==> config.mk <==
export PLATFORM = sky130hd
export DESIGN_NAME = strobe_sink
export DESIGN_NICKNAME = d
export VERILOG_FILES = /design/src/rtl/strobe_sink.sv
export SDC_FILE = /design/constraint.sdc
export NUM_CORES = 1
export LEC_CHECK = 0
export ABC_AREA = 1
export CAP_MARGIN = 0
export CORE_MARGIN = 4
export CORE_UTILIZATION = 34
export DETAILED_ROUTE_END_ITERATION = 16
export PLACE_DENSITY = 0.66
export RECOVER_POWER = 25
export SYNTH_ARGS = -nofsm -noshare
export SYNTH_HDL_FRONTEND = slang
export SYNTH_SLANG_ARGS = --single-unit
==> constraint.sdc <==
create_clock -name clk -period 1.8 [get_ports clk]
set_clock_uncertainty 0.15 [all_clocks]
set_input_delay 0.54 -clock clk [delete_from_list [all_inputs] [get_ports clk]]
set_output_delay 0.54 -clock clk [all_outputs]
set_load 0.1 [all_outputs]
==> src/rtl/strobe_sink.sv <==
// Receiver for a periodic valid-strobe link: 2-entry FIFO toward a valid/ready sink plus strobe-spacing lock checker.
// Optional STROBE_ERR_CNT_EN adds err_cnt[7:0], a saturating count of period_err and overflow pulses.
module strobe_sink #(
  parameter int DATA_W   = 8,
  parameter int PERIOD   = 5,
  parameter int LOCK_CNT = 3
) (
  input  logic              clk,
  input  logic              rst_n,
  input  logic              in_valid,
  input  logic [DATA_W-1:0] in_data,
  output logic              out_valid,
  output logic [DATA_W-1:0] out_data,
  input  logic              out_ready,
  output logic              locked,
  output logic              period_err,
  output logic              overflow
`ifdef STROBE_ERR_CNT_EN
  ,
  output logic [7:0]        err_cnt
`endif
);

  localparam int GAP_W  = $clog2(PERIOD + 1);
  localparam int GOOD_W = $clog2(LOCK_CNT + 1);

  localparam logic [GAP_W-1:0]  GAP_MAX   = GAP_W'(PERIOD);
  localparam logic [GAP_W-1:0]  GAP_REF   = GAP_W'(PERIOD - 1);
  localparam logic [GOOD_W-1:0] GOOD_MAX  = GOOD_W'(LOCK_CNT);
  localparam logic [GOOD_W-1:0] GOOD_LAST = GOOD_W'(LOCK_CNT - 1);

  typedef enum logic [1:0] {
    ST_IDLE    = 2'd0,
    ST_LOCKING = 2'd1,
    ST_LOCKED  = 2'd2
  } state_t;

  state_t              state_q, state_d;
  logic [GAP_W-1:0]    gap_q, gap_d;
  logic [GOOD_W-1:0]   good_q, good_d;
  logic                locked_q, locked_d;
  logic                period_err_q, period_err_d;
  logic                overflow_q, overflow_d;

  logic [DATA_W-1:0]   mem_q [2];
  logic [DATA_W-1:0]   mem_d [2];
  logic                rd_ptr_q, rd_ptr_d;
  logic                wr_ptr_q, wr_ptr_d;
  logic [1:0]          count_q, count_d;

  logic                good_iv;
  logic                early;
  logic                missing;
  logic                err_ev;
  logic                pop;
  logic                push;
  logic                drop;

  // Interval classification relative to the last strobe
  always_comb begin
    good_iv = in_valid && (gap_q == GAP_REF);
    early   = in_valid && (gap_q < GAP_REF);
    missing = !in_valid && (gap_q == GAP_REF);
  end

  always_comb begin
    gap_d = gap_q;
    if (in_valid) begin
      gap_d = '0;
    end else if (gap_q != GAP_MAX) begin
      gap_d = gap_q + GAP_W'(1);
    end
  end

  // Next-state logic
  always_comb begin
    state_d = state_q;
    good_d  = good_q;
    err_ev  = 1'b0;
    case (state_q)
      ST_IDLE: begin
        if (in_valid) begin
          state_d = ST_LOCKING;
          good_d  = '0;
        end
      end
      ST_LOCKING: begin
        if (good_iv) begin
          if (good_q >= GOOD_LAST) begin
            good_d  = GOOD_MAX;
            state_d = ST_LOCKED;
          end else begin
            good_d = good_q + GOOD_W'(1);
          end
        end else if (early) begin
          err_ev = 1'b1;
          good_d = '0;
        end else if (missing) begin
          err_ev  = 1'b1;
          good_d  = '0;
          state_d = ST_IDLE;
        end
      end
      ST_LOCKED: begin
        if (early) begin
          err_ev  = 1'b1;
          good_d  = '0;
          state_d = ST_LOCKING;
        end else if (missing) begin
          err_ev  = 1'b1;
          good_d  = '0;
          state_d = ST_IDLE;
        end
      end
      default: begin
        state_d = ST_IDLE;
        good_d  = '0;
      end
    endcase
  end

  // Registered status outputs
  always_comb begin
    locked_d     = (state_d == ST_LOCKED);
    period_err_d = err_ev;
    overflow_d   = drop;
  end

  // FIFO: a pop in the same cycle frees a slot for the incoming strobe
  always_comb begin
    pop      = (count_q != 2'd0) && out_ready;
    push     = in_valid && ((count_q != 2'd2) || pop);
    drop     = in_valid && !push;
    mem_d    = mem_q;
    rd_ptr_d = rd_ptr_q;
    wr_ptr_d = wr_ptr_q;
    count_d  = count_q;
    if (push) begin
      mem_d[wr_ptr_q] = in_data;
      wr_ptr_d        = ~wr_ptr_q;
    end
    if (pop) begin
      rd_ptr_d = ~rd_ptr_q;
    end
    if (push && !pop) begin
      count_d = count_q + 2'd1;
    end else if (pop && !push) begin
      count_d = count_q - 2'd1;
    end
  end

  always_ff @(posedge clk or negedge rst_n) begin
    if (!rst_n) begin
      state_q      <= ST_IDLE;
      gap_q        <= '0;
      good_q       <= '0;
      locked_q     <= 1'b0;
      period_err_q <= 1'b0;
      overflow_q   <= 1'b0;
      mem_q[0]     <= '0;
      mem_q[1]     <= '0;
      rd_ptr_q     <= 1'b0;
      wr_ptr_q     <= 1'b0;
      count_q      <= 2'd0;
    end else begin
      state_q      <= state_d;
      gap_q        <= gap_d;
      good_q       <= good_d;
      locked_q     <= locked_d;
      period_err_q <= period_err_d;
      overflow_q   <= overflow_d;
      mem_q        <= mem_d;
      rd_ptr_q     <= rd_ptr_d;
      wr_ptr_q     <= wr_ptr_d;
      count_q      <= count_d;
    end
  end

  assign out_valid  = (count_q != 2'd0);
  assign out_data   = mem_q[rd_ptr_q];
  assign locked     = locked_q;
  assign period_err = period_err_q;
  assign overflow   = overflow_q;

`ifdef STROBE_ERR_CNT_EN
  logic [7:0] err_cnt_q, err_cnt_d;
  logic [8:0] err_sum;

  // Both pulses in one cycle add two; clamp at 255
  always_comb begin
    err_sum = {1'b0, err_cnt_q} + 9'(err_ev) + 9'(drop);
    if (err_sum > 9'd255) begin
      err_cnt_d = 8'hFF;
    end else begin
      err_cnt_d = err_sum[7:0];
    end
  end

  always_ff @(posedge clk or negedge rst_n) begin
    if (!rst_n) begin
      err_cnt_q <= 8'h00;
    end else begin
      err_cnt_q <= err_cnt_d;
    end
  end

  assign err_cnt = err_cnt_q;
`endif

endmodule

# == Word level (Yosys, flattened, before mapping) ==
# Index checks and enable logic that the tools add are counted.
# W data, S select, Z words.
# op_classes
add_sub_neg,4
order_cmp,5
n_eq_ne,7
muxes,27
bitwise_logic,4
reduce_logical,17
# ops
op,n
$mux W8,4
$mux W2,13
$bwmux W16,1
$pmux W2 S3,2
$logic_and A1 B1 Y1,9
$demux W8 S1,1
$ge A2 B2 Y1 const B,3
$mux W3,2
$reduce_bool A2 Y1,3
$add A2 B1 Y2 const B,2
$eq A2 B2 Y1 const B,2
$ne A2 B2 Y1 const B,2
$not A1 Y2,2
$add A3 B1 Y3 const B,1
$eq A3 B3 Y1 const B,1
$logic_not A1 Y1,3
$lt A3 B3 Y1 const B,1
$mux W1,3
$ne A3 B3 Y1 const B,1
$eq A2 B1 Y1 const B,1
$logic_not A2 Y1,1
$lt A2 B1 Y1 const B,1
$not A1 Y1,2
$pmux W1 S2,1
other kinds (2),2
# totals
regBits,30
in_bits,12
out_inout_bits,12
elab_cells,75

# == Depth between registers and ports, before layout ==
# Gate-level depths: netlist of the first run.
# depth
ltp_word,8
ltp_mapped,9
mapped_depth_nobuf,9

# == Worst setup path before layout of the first run ==
# Ideal clock, no wire load.
# synth_path
path_kind,register to register
startpoint,register count_q[0]
endpoint,register count_q[1]
setup_time_ns,0.131
arrival_ns,1.960
path_slack_ns,-0.441
stages_incl_launch_ff,8
n_path_buf,0
synth_period_minus_slack_ns,2.241
path_cell_list,dfrtp_1 inv_2 nand2_1 nand2_1 ha_1 a21oi_1 o21ai_0 xor2_1
# synth_via
elab_chain_len,7
# synth_lines
element,line,rtl
"start, declared",49,"logic [1:0] count_q, count_d;"
"start signal, assigned",175,count_q <= count_d;
$reduce_bool A2 Y1 *,-,
named net out_valid,12,"output logic out_valid,"
$logic_and A1 B1 Y1 *,131,pop = (count_q != 2'd0) && out_ready;
$logic_or A1 B1 Y1,132,push = in_valid && ((count_q != 2'd2) || pop);
$logic_and A1 B1 Y1,132,
$logic_not A1 Y1,147,end else if (pop && !push) begin
$logic_and A1 B1 Y1,147,
$reduce_bool A2 Y1 (no line),-,
# Mark *: on every way through the listed nets, which the timed path passes. The rest lies on a longest branch. The select of a mux whose other input is x is not followed.
# A chain may end at the register's enable or synchronous reset.

# == Worst setup path in the final report of the first run ==
# layout_path
startpoint,register rd_ptr_q
endpoint,output port out_data[3]
# layout_via
elab_chain_len,4
# layout_lines
element,line,rtl
"start, declared",47,"logic rd_ptr_q, rd_ptr_d;"
"start signal, assigned",173,rd_ptr_q <= rd_ptr_d;
$not A1 Y2 (not written as such),180,assign out_data = mem_q[rd_ptr_q];
$mux W8 (not written as such) (3 in series),180,
"end, declared",13,"output logic [DATA_W-1:0] out_data,"
# Every way passes these cells. The select of a mux whose other input is x is not followed.

==> results of run 1 <==
[cell usage in the layout (no fill, tap or decap), drive strengths merged]
cell type / synthesis / layout
buf: 4 / 25
clkdlybuf4s50: 0 / 8
nor2: 11 / 11
a21oi: 5 / 5
or2: 1 / 1
xnor2: 1 / 1
clkinv: 1 / 2
bufinv: 0 / 1
inv: 23 / 24
o21a: 1 / 1
nor3b: 1 / 1
nand2: 65 / 65
nand3: 7 / 7
dlymetal6s2s: 0 / 2
ha: 8 / 8
dlygate4sd3: 0 / 1
xor2: 2 / 2
clkbuf: 0 / 6
o21ai: 25 / 25
dfrtp: 30 / 30
[critical path: stages, from the launching register on]
cell     delay (ns)
dfrtp_1        0.40
buf_6          0.15
nand2_1        0.06
nand2_2        0.09
buf_12         0.17
[final cells by class]
| type | count | area share (%) |
|---|---|---|
| clock buffers | 5 | 3.150 |
| clock inverters | 3 | 1.833 |
| well taps | 52 | 2.978 |
| flip-flops and latches | 30 | 34.36 |
| repair buffers | 37 | 21.71 |
| inverters | 24 | 4.238 |
| multi-input cells | 127 | 31.73 |
[sequential cells by signal, summed over array words and instances, names as in the netlist]
name,flops
mem_q,16
count_q,2
locked,1
state_q,2
gap_q,3
good_q,2
wr_ptr_q,1
rd_ptr_q,1
overflow,1
period_err,1
[timing repair]
action / 4_1_cts / 5_1_grt
hold buffers: 0 / 0
buffers inserted: 0 / 1
gates cloned: 0 / 0
setup endpoints to repair: 10 / 30
pin swaps: 1 / 4
gates resized for setup: 3 / 6
endpoints found under the hold margin: 0 / 0
[cell families (layout without fill, tap and decap cells)]
kind of cell	count (synthesis)	count (layout)	synth area share (%)
adder cells (fa/ha/maj)	8	8	6.510
XOR/XNOR	3	3	1.709
flip-flops	30	30	48.82
AO/OA/AOI/OAI	31	31	12.21
buffers and inverters	28	69	8.544
AND/OR/NAND/NOR	85	85	22.21
[through the flow]
step / cells / TNS (ns) / area, sq um
finish: 278 / -0.3438 / 2185
global route: 278 / -0.8294 / 2185
CTS: 277 / -0.5344 / 2180
detailed placement: 269 / -5.838 / 2057
global placement: 269 / -5.676 / 2057
floorplan: 185 / -0.1261 / 1560
[layer usage]
| metal | part of all wire (%) | vias to the layer above | wire (microns) | global-route usage, % |
|---|---|---|---|---|
| met5 | 0 | - | 0 | 0 |
| met4 | 1.7 | 0 | 51 | 5.243 |
| met3 | 6.4 | 8 | 189 | 4.406 |
| met2 | 48 | 23 | 1432 | 21.37 |
| met1 | 44 | 551 | 1289 | 14.24 |
| li1 | - | 655 | - | - |
[final timing paths]
kind | endpoint | slack, ns | cells after the start
hold reg to reg | mem_q[9] | 0.33 | 2
hold / removal | mem_q[9] | 0.33 | 2
setup / recovery | out_data[3] | -0.05 | 4
min in group asynchronous | mem_q[1] | 0.70 | 2
setup reg to reg | good_q[1] | 0.26 | 7
max in group asynchronous | overflow | 0.34 | 2
==> run_results.csv, run 1 <==
group,metric,value,unit
logic_synthesis,yosysTopAreaCellShare,48.82,%
sta,period_minus_slack,1.852,ns
outcome,status,"finished with violations",
global_routing,overflow,0,
logic_synthesis,ys_warn_count,0,
worst_hold_path,hp-class,"flop to flop",
detailed_routing,wl,2.962,mm
sta,tightest_slew,0.7256,ns
sta,slew_headroom,51.63,%
worst_hold_path,min-delay-start,"mem_q[9]",
clock_tree,clk_path_buf_depth,2,
logic_synthesis,netlist_instances,185,
clock_tree,path_clk_slew,0.06,ns
clock_tree,cts_tree,"yes",
logic_synthesis,ys_seq_area_share,48.82,%
detailed_routing,initialDrtViolationCount,58,
sta,rsz0062_at_grt,"yes",
logic_synthesis,synth_top_cell_by_area,"dfrtp_1",
floorplan,die-area,0.005663,sq mm
placed_design,hpwl,2.173,mm
logic_synthesis,synth.avg_cell_area,8.312,sq um
layout,area_delta_synth_final,42.07,%
placed_design,port_buffers,23,
setup_path,r2r-start,"gap_q[0]",
detailed_routing,num_vias,1237,
global_routing,antenna_found_initial,0,
global_routing,grt_max_degree,31,
detailed_routing,via_per_inst,4.450,
layout,fillCellCount,394,
clock_tree,clk_latency,0.28,ns
logic_synthesis,yosys-top-cells-count,"62 x nand2_1, 30 x dfrtp_1, 21 x inv_1, 17 x o21ai_0, 11 x nor2_1",
sta,setup_ws,-0.05217,ns
layout,finalNetCount,245,
floorplan,die_h,75.25,microns
clock_tree,htreeDepth,2,
setup_path,crit_required,1.11,ns
logic_synthesis,synth_edf_count,0,
logic_synthesis,synthArstFlopShare,100.0,%
logic_synthesis,synth_cell_types,20,
outcome,failed_checks,"negative setup slack",
setup_path,crit_path_start,"rd_ptr_q",
setup_path,arrival,1.16,ns
layout,multi_input_area,693.2,sq um
logic_synthesis,synth_nets,205,
setup_path,crit_path_start_kind,"flop",
placed_design,pre_cts_ws,-0.4050,ns
sta,period_share,102.9,%
setup_path,endpoint_kind,"primary output",
layout,drive_above_1_share,26.55,%
floorplan,io_pins,24,
global_routing,grtUsageTotal,12.53,%
floorplan,coreArea,0.004354,sq mm
floorplan,die_w,75.25,microns
detailed_routing,routedWlPerCell,10.65,microns
logic_synthesis,synthFlopType,"dfrtp_1",
logic_synthesis,ys_top_cells_by_area,"dfrtp_1 49%, nand2_1 15%, ha_1 6.5%",
clock_tree,clock-sinks,30,
clock_tree,cts_inserted_buffers,5,
detailed_routing,first_pass_iters,4,
floorplan,initial_utilization,35.32,%
setup_path,criticalPathCategory,"flop to primary output",
logic_synthesis,ys_seq_elements,30,
flow_run,cap_violations,0,
setup_path,crit_fanout,8,
floorplan,rows,24,
layout,post-route-util,50.17,%
placed_design,place_congestion,0.8237,
sta,hold_ws,0.3299,ns
sta,hold_viol_final,0,
detailed_routing,ant_nets,0,
clock_tree,root_buffer,"clkbuf_8",
sta,setup_viol,8,
layout,regArea,750.7,sq um
global_routing,grt_pass1_vias,1209,
logic_synthesis,synthMostInstantiatedCell,"nand2_1",
global_routing,grt_pass1_wl,5.257,mm
detailed_routing,route.detailed.drc,0,
sta,slew_violations,0,
logic_synthesis,syn_area,0.001538,sq mm
sta,fmaxAchievable,539.9,MHz
layout,diodes,0,
Power of run 1 is not shown: default switching activity piles up to over one toggle a cycle in this logic, so the estimate is an artifact.
==> run 2, diff against run 1 <==
--- a/config.mk
+++ b/config.mk
@@ -5,12 +5,12 @@
 export SDC_FILE = /design/constraint.sdc
 export NUM_CORES = 1
 export LEC_CHECK = 0
-export ABC_AREA = 1
 export CAP_MARGIN = 0
 export CORE_MARGIN = 4
-export CORE_UTILIZATION = 34
+export CORE_UTILIZATION = 45
 export DETAILED_ROUTE_END_ITERATION = 16
-export PLACE_DENSITY = 0.66
+export GPL_ROUTABILITY_DRIVEN = 0
+export PLACE_DENSITY = 0.8
 export RECOVER_POWER = 25
 export SYNTH_ARGS = -nofsm -noshare
 export SYNTH_HDL_FRONTEND = slang
==> run 2 against run 1 <==
Net effect:
- routed wire length increased by 2.8%
- global-route usage grew 3.4 points
- hold slack better by 0.033 ns
- via count shrank 9.0%
- the flow still finishes with violations (negative setup slack)
- die area shrank 22%
==> run_results.csv, run 2 <==
group,metric,value,unit
logic_synthesis,yosysTopAreaCellShare,48.98,%
outcome,failed_checks,"negative setup slack",
logic_synthesis,synthArstFlopShare,100.0,%
logic_synthesis,synth_top_cell_by_area,"dfrtp_1",
logic_synthesis,ys_seq_area_share,48.98,%
detailed_routing,route.detailed.drc,0,
placed_design,hpwl,2.289,mm
clock_tree,root_buffer,"clkbuf_4",
setup_path,r2r-start,"state_q[0]",
outcome,status,"finished with violations",
sta,slew_violations,0,
logic_synthesis,ys_warn_count,0,
global_routing,grt_pass1_wl,5.195,mm
floorplan,die_h,66.36,microns
layout,layout_commonest_cell,"dfrtp_1",
placed_design,pre_cts_ws,-0.4446,ns
detailed_routing,via_per_inst,5.189,
setup_path,crit_required,1.11,ns
flow_run,cap_violations,0,
detailed_routing,first_pass_iters,4,
layout,reg_top3,"mem_q: 16 flops, gap_q: 3 flops",
logic_synthesis,synth_compound_area_share,9.633,%
setup_path,r2r-end,"good_q[1]",
floorplan,die_w,66.36,microns
clock_tree,clk_latency,0.33,ns
logic_synthesis,synthMostInstantiatedCell,"dfrtp_1",
layout,diodes,0,
sta,hold_ws,0.3626,ns
logic_synthesis,synthMuxAreaShare,17.63,%
clock_tree,cts_tree,"yes",
setup_path,endpoint_kind,"primary output",
layout,largest_reg_flops,16,
global_routing,grt_pass1_vias,1157,
detailed_routing,num_vias,1126,
setup_path,cpPeakStageDelay,0.42,ns
worst_hold_path,hp-class,"flop to flop",
detailed_routing,ant_nets,0,
sta,slew_headroom,56.07,%
setup_path,crit_fanout,5,
floorplan,initial_utilization,48.61,%
sta,tightest_slew,0.6590,ns
setup_path,arrival,1.37,ns
clock_tree,clk_path_buf_depth,2,
layout,post-route-util,68.21,%
clock_tree,cts_inserted_buffers,5,
logic_synthesis,synth_nets,150,
setup_path,criticalPathCategory,"flop to primary output",
clock_tree,htreeDepth,2,
floorplan,die-area,0.004404,sq mm
setup_path,crit_path_top_delay_cell,"dfrtp_2",
sta,fmaxAchievable,485.7,MHz
logic_synthesis,synth.avg_cell_area,11.79,sq um
logic_synthesis,netlist_instances,130,
logic_synthesis,syn_area,0.001533,sq mm
global_routing,grtUsageTotal,15.89,%
logic_synthesis,yosys.area_share.simple,10.53,%
sta,setup_viol,9,
layout,finalNetCount,192,
detailed_routing,wl,3.045,mm
floorplan,io_pins,24,
layout,final_cell_mix,"26 x dfrtp_1, 19 x mux2_2, 13 x buf_12",
worst_hold_path,holdPathEnd,"mem_q[2]",
layout,area_delta_synth_final,40.33,%
layout,top_register,"mem_q",
setup_path,reg2regPathDepth,6,
floorplan,rows,20,
sta,period_share,114.4,%
setup_path,path_cells,"buf_6 -> mux2_4 -> buf_12",
logic_synthesis,synth_top_family_by_area,"multiplexers",
floorplan,coreArea,0.003153,sq mm
logic_synthesis,synthAdderAreaFrac,6.531,%
sta,setup_ws,-0.2590,ns
global_routing,overflow,0,
logic_synthesis,synth_edf_count,0,
logic_synthesis,synth_cell_types,37,
logic_synthesis,yosys.area_share.xor_xnor,3.429,%
detailed_routing,routedWlPerCell,14.03,microns
clock_tree,clock-sinks,30,
layout,drive_above_1_share,41.04,%
logic_synthesis,ys_top_cells_by_area,"dfrtp_1 49%, mux2_2 18%, ha_1 6.5%",
logic_synthesis,yosys-top-cells-count,"30 x dfrtp_1, 24 x mux2_2, 8 x ha_1, 8 x inv_1, 7 x nor2_1",
global_routing,antenna_found_initial,0,
worst_hold_path,min-delay-start,"mem_q[2]",
worst_hold_path,whs_path_depth,1,
logic_synthesis,synthFlopType,"dfrtp_1",
global_routing,grt_max_degree,18,
sta,hold_viol_final,0,
logic_synthesis,ys_seq_elements,30,
setup_path,crit_path_start_kind,"flop",
setup_path,regToRegSetupSlack,0.12,ns
detailed_routing,initialDrtViolationCount,48,
sta,rsz0062_at_grt,"yes",
setup_path,critPathTopFamily,"flip-flops",
sta,period_minus_slack,2.059,ns
placed_design,port_buffers,23,
clock_tree,path_clk_slew,0.09,ns
setup_path,path_buf_inv,2,
[run 2: changes by cell type after synthesis, sizes merged, moves of 14 or more]
cell	change
o21ai	-22
mux2	+24
inv	-14
nand2	-58
[run 2: logic make-up after synthesis]
logic type      count (synthesis)
simple gates                   30
flops                          30
mux                            24
compound gates                 20
buf+inv                        12
fa+ha+maj                       8
xor+xnor                        6
[run 2: area by class of cell]
cell class,count,area [sq um]
clock buffers,7,55.05
clock inverters,1,5.005
fillers,238,1002
inverters,9,33.78
multi-input cells,88,775.7
flip-flops and latches,30,755.7
well taps,44,55.05
repair buffers,38,470.5
[run 2: what timing repair did]
action                     in CTS  in global routing
gates resized for setup        13                  7
setup buffers                   4                  1
setup endpoints to repair      21                 11
pin swaps                       2                  0
hold buffers                    0                  0
[run 2: metal layers]
metal | GRT usage (%) | up-vias | share of wire (%)
met3 | 4.762 | 7 | 3.6
met1 | 19.09 | 555 | 43
met4 | 8.883 | 0 | 2.3
met5 | 0 | - | 0
li1 | - | 542 | -
met2 | 25.15 | 22 | 51
[run 2: how the worst max path moves through the flow]
stage,from,endpoint,cells past startpoint
3_3_place_gp,in_valid,locked,6
5_1_grt,rd_ptr_q,out_data[2],3
2_1_floorplan,rd_ptr_q,out_data[0],2
4_1_cts,rd_ptr_q,out_data[7],3
3_5_place_dp,in_valid,locked,6
6_report,rd_ptr_q,out_data[1],3
[run 2: stage by stage]
stage	cells	instance area, sq um	setup TNS [ns]
3_5_place_dp	204	2012	-8.628
5_1_grt	217	2151	-2.520
3_3_place_gp	204	2012	-7.682
2_1_floorplan	130	1535	-0.7637
4_1_cts	216	2130	-2.219
6_report	217	2151	-2.089
[run 2: worst register-to-register path: stages, from the launching register on]
cell and delay (ns):
dfrtp_1 0.40, buf_4 0.16, ha_1 0.25, a31oi_1 0.18
o22ai_1 0.09, a22oi_1 0.23, o31ai_1 0.10
Power of run 2 is left out for the same reason.
==> run 3, diff against run 2 <==
--- a/config.mk
+++ b/config.mk
@@ -12,6 +12,7 @@
 export GPL_ROUTABILITY_DRIVEN = 0
 export PLACE_DENSITY = 0.8
 export RECOVER_POWER = 25
+export SETUP_SLACK_MARGIN = 0.02
 export SYNTH_ARGS = -nofsm -noshare
 export SYNTH_HDL_FRONTEND = slang
 export SYNTH_SLANG_ARGS = --single-unit
==> run 3 against run 2 <==
Net effect:
- the flow still finishes with violations (negative setup slack)
- routed wire length rose by 14%
- non-clock buffer count increased by 2
- global-route usage increased by 1.8 points
- largest cell class unchanged
- highest routed layer unchanged
==> run_results.csv, run 3 (same netlist as run 2, synthesis figures left out) <==
group,metric,value,unit
clock_tree,hold_buffers,0,
sta,slew_violations,0,
detailed_routing,num_vias,1172,
setup_path,reg2regPathDepth,6,
worst_hold_path,hp-class,"flop to flop",
layout,final_cell_mix,"25 x dfrtp_1, 16 x mux2_2, 13 x buf_12, 13 x buf_4",
setup_path,crit_required,1.11,ns
sta,setup_viol,9,
clock_tree,cts_tree,"yes",
global_routing,grt_max_degree,31,
sta,tightest_slew,0.7510,ns
setup_path,crit_path_start_kind,"flop",
detailed_routing,via_per_inst,5.376,
clock_tree,clk_path_buf_depth,2,
detailed_routing,ant_nets,0,
worst_hold_path,whs_path_depth,1,
sta,rsz0062_at_grt,"yes",
detailed_routing,wl,3.484,mm
floorplan,die_w,66.36,microns
setup_path,arrival,1.39,ns
sta,setup_ws,-0.2778,ns
layout,final_area,0.002188,sq mm
setup_path,regToRegSetupSlack,0,ns
global_routing,antenna_found_initial,0,
layout,top_register,"mem_q",
layout,area_delta_synth_final,42.78,%
layout,fin_cells,218,
outcome,status,"finished with violations",
floorplan,die-area,0.004404,sq mm
detailed_routing,routedWlPerCell,15.98,microns
placed_design,placed_area,0.002013,sq mm
placed_design,placed_cells,202,
global_routing,grtUsageTotal,17.69,%
sta,period_minus_slack,2.078,ns
setup_path,endpoint_kind,"primary output",
clock_tree,clock-sinks,30,
layout,largest_reg_flops,16,
clock_tree,root_buffer,"clkbuf_4",
global_routing,grt_pass1_vias,1223,
floorplan,die_h,66.36,microns
layout,reg_top3,"mem_q: 16 flops, gap_q: 3 flops",
clock_tree,path_clk_slew,0.10,ns
layout,finalNetCount,194,
outcome,failed_checks,"negative setup slack",
flow_run,cap_violations,0,
clock_tree,clk_latency,0.33,ns
floorplan,initial_utilization,48.61,%
clock_tree,cts_inserted_buffers,5,
floorplan,rows,20,
detailed_routing,route.detailed.drc,0,
setup_path,criticalPathCategory,"flop to primary output",
sta,fmaxAchievable,481.3,MHz
layout,layout_commonest_cell,"dfrtp_1",
global_routing,grt_pass1_wl,5.699,mm
sta,slew_headroom,49.93,%
layout,drive_above_1_share,44.83,%
sta,hold_viol_final,0,
clock_tree,htreeDepth,2,
placed_design,hpwl,2.363,mm
sta,hold_ws,0.3657,ns
detailed_routing,initialDrtViolationCount,43,
floorplan,io_pins,24,
layout,diodes,0,
setup_path,crit_fanout,5,
placed_design,port_buffers,23,
global_routing,overflow,0,
detailed_routing,first_pass_iters,4,
floorplan,coreArea,0.003153,sq mm
sta,period_share,115.4,%
-- run 3: cell count changes in the layout (fill, tap and decap cells not counted), moves of 2 or more --
cell	before	now
buf_4	11	13
inv_1	7	5
mux2_2	19	16
mux2_4	5	8
clkbuf_1	2	0
-- run 3: routing by layer --
metal,wire (microns),vias up,track usage [%]
met5,0,-,0
met4,121,0,11.68
met3,139,12,3.741
met2,1781,36,29.74
met1,1441,580,19.96
li1,-,544,-
-- run 3: path summary, 6_finish.rpt --
kind | from | endpoint
max | rd_ptr_q | out_data[7]
min | mem_q[13] | mem_q[13]
max reg2reg | state_q[0] | locked
min reg2reg | mem_q[13] | mem_q[13]
max in group asynchronous | rst_n | rd_ptr_q
min in group asynchronous | rst_n | gap_q[2]
-- run 3: repair_timing --
item	CTS	global route
resized for setup	11	17
pin swaps	2	3
endpoints found under the setup margin	29	21
setup buffers	5	4
-- run 3: through the flow --
stage	util, %	setup TNS (ns)	setup slack [ns]
3_3_place_gp	63.85	-8.647	-0.4026
3_5_place_dp	63.85	-9.254	-0.4524
6_report	69.40	-2.202	-0.2778
5_1_grt	69.40	-2.590	-0.3126
2_1_floorplan	-	0	0.006204
4_1_cts	67.30	-2.212	-0.2766
-- run 3: worst max-delay path, stage by stage (launching register included) --
cell and delay, ns:
dfrtp_2 0.43, buf_6 0.15, mux2_4 0.32, buf_12 0.17
-- run 3: layout make-up --
class	count	area [sq um]
multi-input combinational	88	799.5
clock buffer	5	37.54
inverter	9	36.28
fill	217	964.7
clock inverter	2	10.01
sequential	30	757.0
timing repair buffer	40	493.0
tap	44	55.05
Power of run 3 is left out for the same reason.
